$ cat src/rtl/run_length_detector.sv
// Serial run detector: flags RUN_LEN identical sampled bits of a selectable polarity,
// with overlapping or restart-after-hit operation and a saturating hit counter.
module run_length_detector #(
  parameter int unsigned RUN_LEN = 3,
  parameter int unsigned CNT_W   = 8,
  localparam int unsigned LEN_W  = $clog2(RUN_LEN + 1)
) (
  input  logic             clk,
  input  logic             reset,
  input  logic             clear,
  input  logic             en,
  input  logic             x,
  input  logic [1:0]       mode,
  input  logic             overlap,
  output logic             found,
  output logic             found_val,
  output logic [LEN_W-1:0] run_cnt,
  output logic [CNT_W-1:0] hit_cnt,
  output logic             sat
);

  typedef enum logic [0:0] {StIdle, StRun} state_t;

  localparam logic [LEN_W-1:0] LenMax = LEN_W'(RUN_LEN);
  localparam logic [LEN_W-1:0] LenPre = LEN_W'(RUN_LEN - 1);

  state_t state_q;
  logic   last_q;
  logic   mode_ok;
  logic   len_hit;
  logic   hit;

  always_comb begin
    mode_ok = 1'b0;
    unique case (mode)
      2'b00:   mode_ok = x;
      2'b01:   mode_ok = ~x;
      2'b10:   mode_ok = 1'b1;
      default: mode_ok = 1'b0;
    endcase
    len_hit = (run_cnt == LenPre) || (overlap && (run_cnt == LenMax));
    hit     = (state_q == StRun) && (x == last_q) && len_hit && mode_ok;
  end

  assign sat = &hit_cnt;

  always_ff @(posedge clk or negedge reset) begin
    if (!reset) begin
      state_q   <= StIdle;
      last_q    <= 1'b0;
      found     <= 1'b0;
      found_val <= 1'b0;
      run_cnt   <= '0;
      hit_cnt   <= '0;
    end else if (clear) begin
      state_q   <= StIdle;
      last_q    <= 1'b0;
      found     <= 1'b0;
      found_val <= 1'b0;
      run_cnt   <= '0;
      hit_cnt   <= '0;
    end else if (!en) begin
      // Idle cycles keep the run alive; only the hit pulse is dropped.
      found     <= 1'b0;
      found_val <= 1'b0;
    end else begin
      found     <= hit;
      found_val <= hit & x;
      if (hit && !sat) hit_cnt <= hit_cnt + 1'b1;
      case (state_q)
        StIdle: begin
          last_q  <= x;
          run_cnt <= LEN_W'(1);
          state_q <= StRun;
        end
        StRun: begin
          if (x != last_q) begin
            last_q  <= x;
            run_cnt <= LEN_W'(1);
          end else if (hit && !overlap) begin
            state_q <= StIdle;
            run_cnt <= '0;
          end else if (run_cnt != LenMax) begin
            run_cnt <= run_cnt + 1'b1;
          end
        end
        default: state_q <= StIdle;
      endcase
    end
  end

endmodule

$ cat config.mk
export PLATFORM = sky130hd
export DESIGN_NAME = run_length_detector
export DESIGN_NICKNAME = d
export VERILOG_FILES = /design/src/rtl/run_length_detector.sv
export SDC_FILE = /design/constraint.sdc
export NUM_CORES = 1
export LEC_CHECK = 0
export ABC_CLOCK_PERIOD_IN_PS = 3860
export CORE_MARGIN = 2
export CORE_UTILIZATION = 50
export CTS_BUF_LIST = sky130_fd_sc_hd__clkbuf_16
export CTS_CLUSTER_SIZE = 28
export DETAILED_ROUTE_END_ITERATION = 16
export GPL_TIMING_DRIVEN = 1
export PLACE_DENSITY = 0.84
export SYNTH_ARGS = -nofsm -noshare
export SYNTH_HDL_FRONTEND = slang
export SYNTH_SLANG_ARGS = --single-unit
$ cat constraint.sdc
create_clock -name clk -period 3.86 [get_ports clk]
set_input_delay 0.579 -clock clk [delete_from_list [all_inputs] [get_ports clk]]
set_output_delay 0.579 -clock clk [all_outputs]
set_load 0.02 [all_outputs]
---- Word level (Yosys, flattened, before mapping) ----
Cells that the tools add are included.
operators by class
  add/sub/neg operators ................... 2
  equality and inequality tests ........... 9
  multiplexer cells ....................... 23
  bitwise logic cells ..................... 3
  reductions and logical operators ........ 16
operators with widths
  kind                   count
  $mux W8                3
  $mux W1                11
  $mux W2                5
  $add A8 B1 Y8 const B  1
  $reduce_and A8 Y1      1
  $eq A2 B2 Y1 const B   3
  $logic_and A1 B1 Y1    6
  $reduce_and A2 Y1      3
  $ne A5 B2 Y1 const B   1
  $pmux W1 S2            2
  $pmux W2 S2            1
  $reduce_bool A2 Y1     2
  $ne A3 B2 Y1 const B   1
  $pmux W1 S3            1
  $add A2 B1 Y2 const B  1
  $eq A2 B1 Y1 const B   1
  $logic_not A1 Y1       2
  $logic_not A2 Y1       1
  $ne A2 B2 Y1 const B   1
  $not A1 Y1             2
  $and A1 B1 Y1          1
  $eq A1 B1 Y1           1
  $logic_or A1 B1 Y1     1
  $ne A1 B1 Y1           1
storage, ports and cells
  output and inout port bits .............. 13
  register bits ........................... 14
  logic and storage cells ................. 59
  bits of input ports ..................... 8

---- Longest topological paths before layout ----
  word-level depth ........................ 11
  gate-level depth with buffers ........... 6
  gate-level depth less buffers ........... 6

---- Worst setup path after synthesis ----
No wires, ideal clock.
  kind .................................... register -> output
  start point ............................. reg hit_cnt[0]
  end point ............................... out sat
  required time ........................... 3281 ps
  buffers on the path ..................... 0
  slack ................................... 2078 ps
  arrival ................................. 1203 ps
  cell stages (with the launch flop) ...... 4
  cells stage by stage .................... dfrtp_1 > ha_1 > nand3_1 > nor2_1
on the way
  longest elaborated chain between the ends .. 1
RTL lines
  item                      line  RTL
  start: declaration        18    output logic [CNT_W-1:0] hit_cnt,
  start signal: assignment  69    if (hit && !sat) hit_cnt <= hit_cnt + 1'b1;
  $reduce_and A8 Y1         45    assign sat = &hit_cnt;
  end: declaration          19    output logic sat
Every way passes these cells.

---- Worst setup path after layout ----
Same ends and word-level chain as after synthesis.

==> metrics.md <==
| Metric | Value |
|---|---|
| Status | completed |
| Die area | 1990 sq um |
| Worst Hold Class | register to register |
| Number of max-cap violations | 0 |
| Clock root buffer | clkbuf_16 |
| Placeable Area | between 1500 and 2000 sq um |
| Worst EP arrival | between 1500 and 2000 ps |
| Syn_nets | 99 |
| CP bufs+invs | 1 |
| Postcts setup bufs | 0 |
| Relative slew margins | 55.0% |
| Largest cells by area after synthesis | dfrtp_1 43%, mux2_2 5.5%, nor2_1 5.0% |
| CTS tree | done |
| Synth area leader | dfrtp_1 |
| Dpl cells | 121 |
| Worst setup margin | 1370 ps |
| Hold path endpoint | last_q |
| Critical Path Fanout Max | 5 |
| CP Cell Sequence | ha_1 > nand3_1 > nor2_1 > clkdlybuf4s50_1 |
| Worst hold start | last_q |
| # setup viols final | 0 |
| Comb pwr share | 8.9% |
| R2r setup slk | 2040 ps |
| Remaining Overflow, GRT | 0 |
| Post-DP HPWL | 1230 microns |
| # H-tree levels | 1 |
| Final Net Count | 121 |
| DR pass1 iterations | 4 |
| Period utilization | 64.6% |
| Clk_skew | between 0.7 and 0.8 ps |
| Net Sw Frac | 20.5% |
| Crit path kind | register to output port |
| Most used flip-flop cell after synthesis | dfrtp_1 |
| GRT Total Usage | 20.2% |
| FFs w/ async S/R, synth | 100% |
| Setup TNS | 0 ps |
| Register Area | 350 sq um |
| CP max stage cell | clkdlybuf4s50_1 |
| Vias in the first global route | between 600 and 700 |
| Share of post-route cells with drive strength above 1 | 9.17% |
| Post-CTS Hold Fix Bufs | 0 |
| R2R depth | 5 |
| FF-to-FF Start | run_cnt[0] |
| Die H | 44.6 microns |
| Register area share after synthesis | 42.6% |
| Average vias per placed instance | roughly 5.9 |
| Non-Filler Instances | 125 |
| Fillcell total | approximately 120 |
| Synth top area share | 42.6% |
| Rows | 14 |
| P_int | 0.303 mW |
| Vias | 733 |
| Synth Warn # | 0 |
| Seq cells post-synth | 14 |
| P per Cell Area | 343 nW/um^2 |
| Sink Count | 14 |
| Worst slew pin tran | 673 ps |
| Critical Path Source Type | register |
| Initial Utilization | 54.0% |
| IO Port Bufs | 20 |
| Post_cts resized | 0 |
| DRC viols | 0 |
| VDD IR max | 0.382 mV |
| Power consumption | about 0.38 mW |
| Hold depth | 2 |
| Antenna Cells | 0 |
| Crit path required time | 3280 ps |
| Largest net degree at the start of global routing | 21 |
| Mapped Avg Cell Area | 9.36 sq um |
| RR Endpoint | hit_cnt[0] |
| Pins Over Slew Limit | 0 |
| Number of flops mapped to enable cells by yosys | 0 |
| Wire per inst | 13.2 microns |
| Cts bufs inserted | 3 |
| RSZ-0062 raised after global routing | false |
| Final Hold Viols | 0 |
| Slowest stage delay, CP | roughly 670 ps |
| Pre-CTS setup slack | 1400 ps |
| Crit. End Element | output port |
| Placed standard-cell area | slightly above 1000 sq um |
| Post-DRT Antenna Nets | 0 |
| Worst path top cell family by delay | buffers and inverters |
| Final wirelength | 1660 microns |
| Worst hold slack | 559 ps |
| RePlAce Congestion | roughly 0.79 |
| Die width | about 45 microns |
| Layout area overhead | 34.8% |
| # IOs | 21 |
| DR iter-0 viols | 19 |
| Initial antenna violation count | 0 |
| Cells after Synth | 88 |
| Clock network fraction of total power | 51.0% |
| Final Cell Area | around 1100 sq um |
| Clock slew at reported path FFs | 50 ps |
| Switching pwr | just under 0.08 mW |
| First-pass GRT wire length | 2870 microns |
| Worst skew pair latency | 240 ps |
| Sequential share of power | 40.0% |
| Leak pwr | 0.459 nW |
| Final Util | 72.8% |
| Highest clock rate | 401 MHz |
| Bufs on Longest Clock Path | 2 |
| Multi-input combinational cell area | 449 sq um |
| Tmin final | 2490 ps |
| Library cells used by synthesis | 34 |
| Mapped Area | 823 sq um |
power groups by stage:
stage               logic (mW)  clock network [mW]  registers (mW)
detailed placement      0.0341                   0           0.155
finish                  0.0340               0.194           0.152
global placement        0.0335                   0           0.155
global route            0.0381               0.206           0.153
floorplan               0.0174                   0           0.156
CTS                     0.0342               0.200           0.152
area by class of cell:
| cell class | count | share of cell area (%) |
|---|---|---|
| multi-input cells | 68 | 40.5 |
| repair buffers | 20 | 18.0 |
| flip-flops and latches | 14 | 31.6 |
| well taps | 16 | 1.80 |
| inverters | 3 | 1.01 |
| clock inverters | 1 | 0.338 |
| clock buffers | 3 | 6.76 |
synth_stat cells, drive strengths merged, types with 2 or more instances:
cell,instances
dfrtp,14
nor2,11
a21oi,5
nand3,5
nor2b,5
mux2,4
nand2,4
ha,3
inv,3
nand2b,3
or3,3
clkbuf,2
mux2i,2
nor3,2
nor3b,2
nor4,2
o21ai,2
o41ai,2
placed cells by master, fill, tap and decap left out, types with 2 or more instances in the layout:
cell type         n
dfrtp_1          14
inv_1             3
nor2b_1           5
ha_1              3
nor3b_1           2
clkbuf_16         3
mux2i_1           2
nor3_1            2
nor2_1           11
nand3_1           5
o41ai_1           2
nand2_1           4
a21oi_1           5
nor4_1            2
o21ai_0           2
nand2b_1          3
clkdlybuf4s50_1  20
mux2_2            4
worst register-to-register path, cell delays in order, from the launching register on:
cell	delay [ps]
dfrtp_1	420
ha_1	260
a21o_1	160
nand3_1	150
nor3_1	340
mux2_2	380
registers in the layout, summed over array words and instances (netlist names):
register / cells
found_val: 1
found: 1
run_cnt: 2
state_q: 1
last_q: 1
hit_cnt: 8
layer usage:
metal / wire length [microns] / up-vias / part of all wire (%) / global-route usage (%)
li1: - / 364 / - / -
met1: 819 / 342 / 49 / 26.6
met2: 741 / 23 / 45 / 31.9
met3: 68 / 4 / 4.1 / 5.31
met4: 27 / 0 / 1.6 / 7.27
met5: 0 / - / 0 / 0
how the worst max path moves through the flow:
stage                       to  cells after the start       start  slack (ps)
floorplan                  sat                      3  hit_cnt[0]        2080
global placement    hit_cnt[4]                      5           x        1430
detailed placement  hit_cnt[0]                      5           x        1400
CTS                        sat                      4  hit_cnt[0]        1380
global route               sat                      4  hit_cnt[0]        1290
finish                     sat                      4  hit_cnt[0]        1370
cell families (layout without fill, tap and decap cells):
group | after synthesis | count (layout) | share of synthesized area [%]
adders and majority gates | 3 | 3 | 4.56
and+or+nand+nor | 43 | 43 | 29.0
buffers and inverters | 6 | 27 | 2.89
muxes | 6 | 6 | 7.90
DFF | 14 | 14 | 42.6
xor gates and xnor gates | 1 | 1 | 1.06
AOI/OAI and AO/OA | 15 | 15 | 12.0
Power figures use the tool's default switching activity.
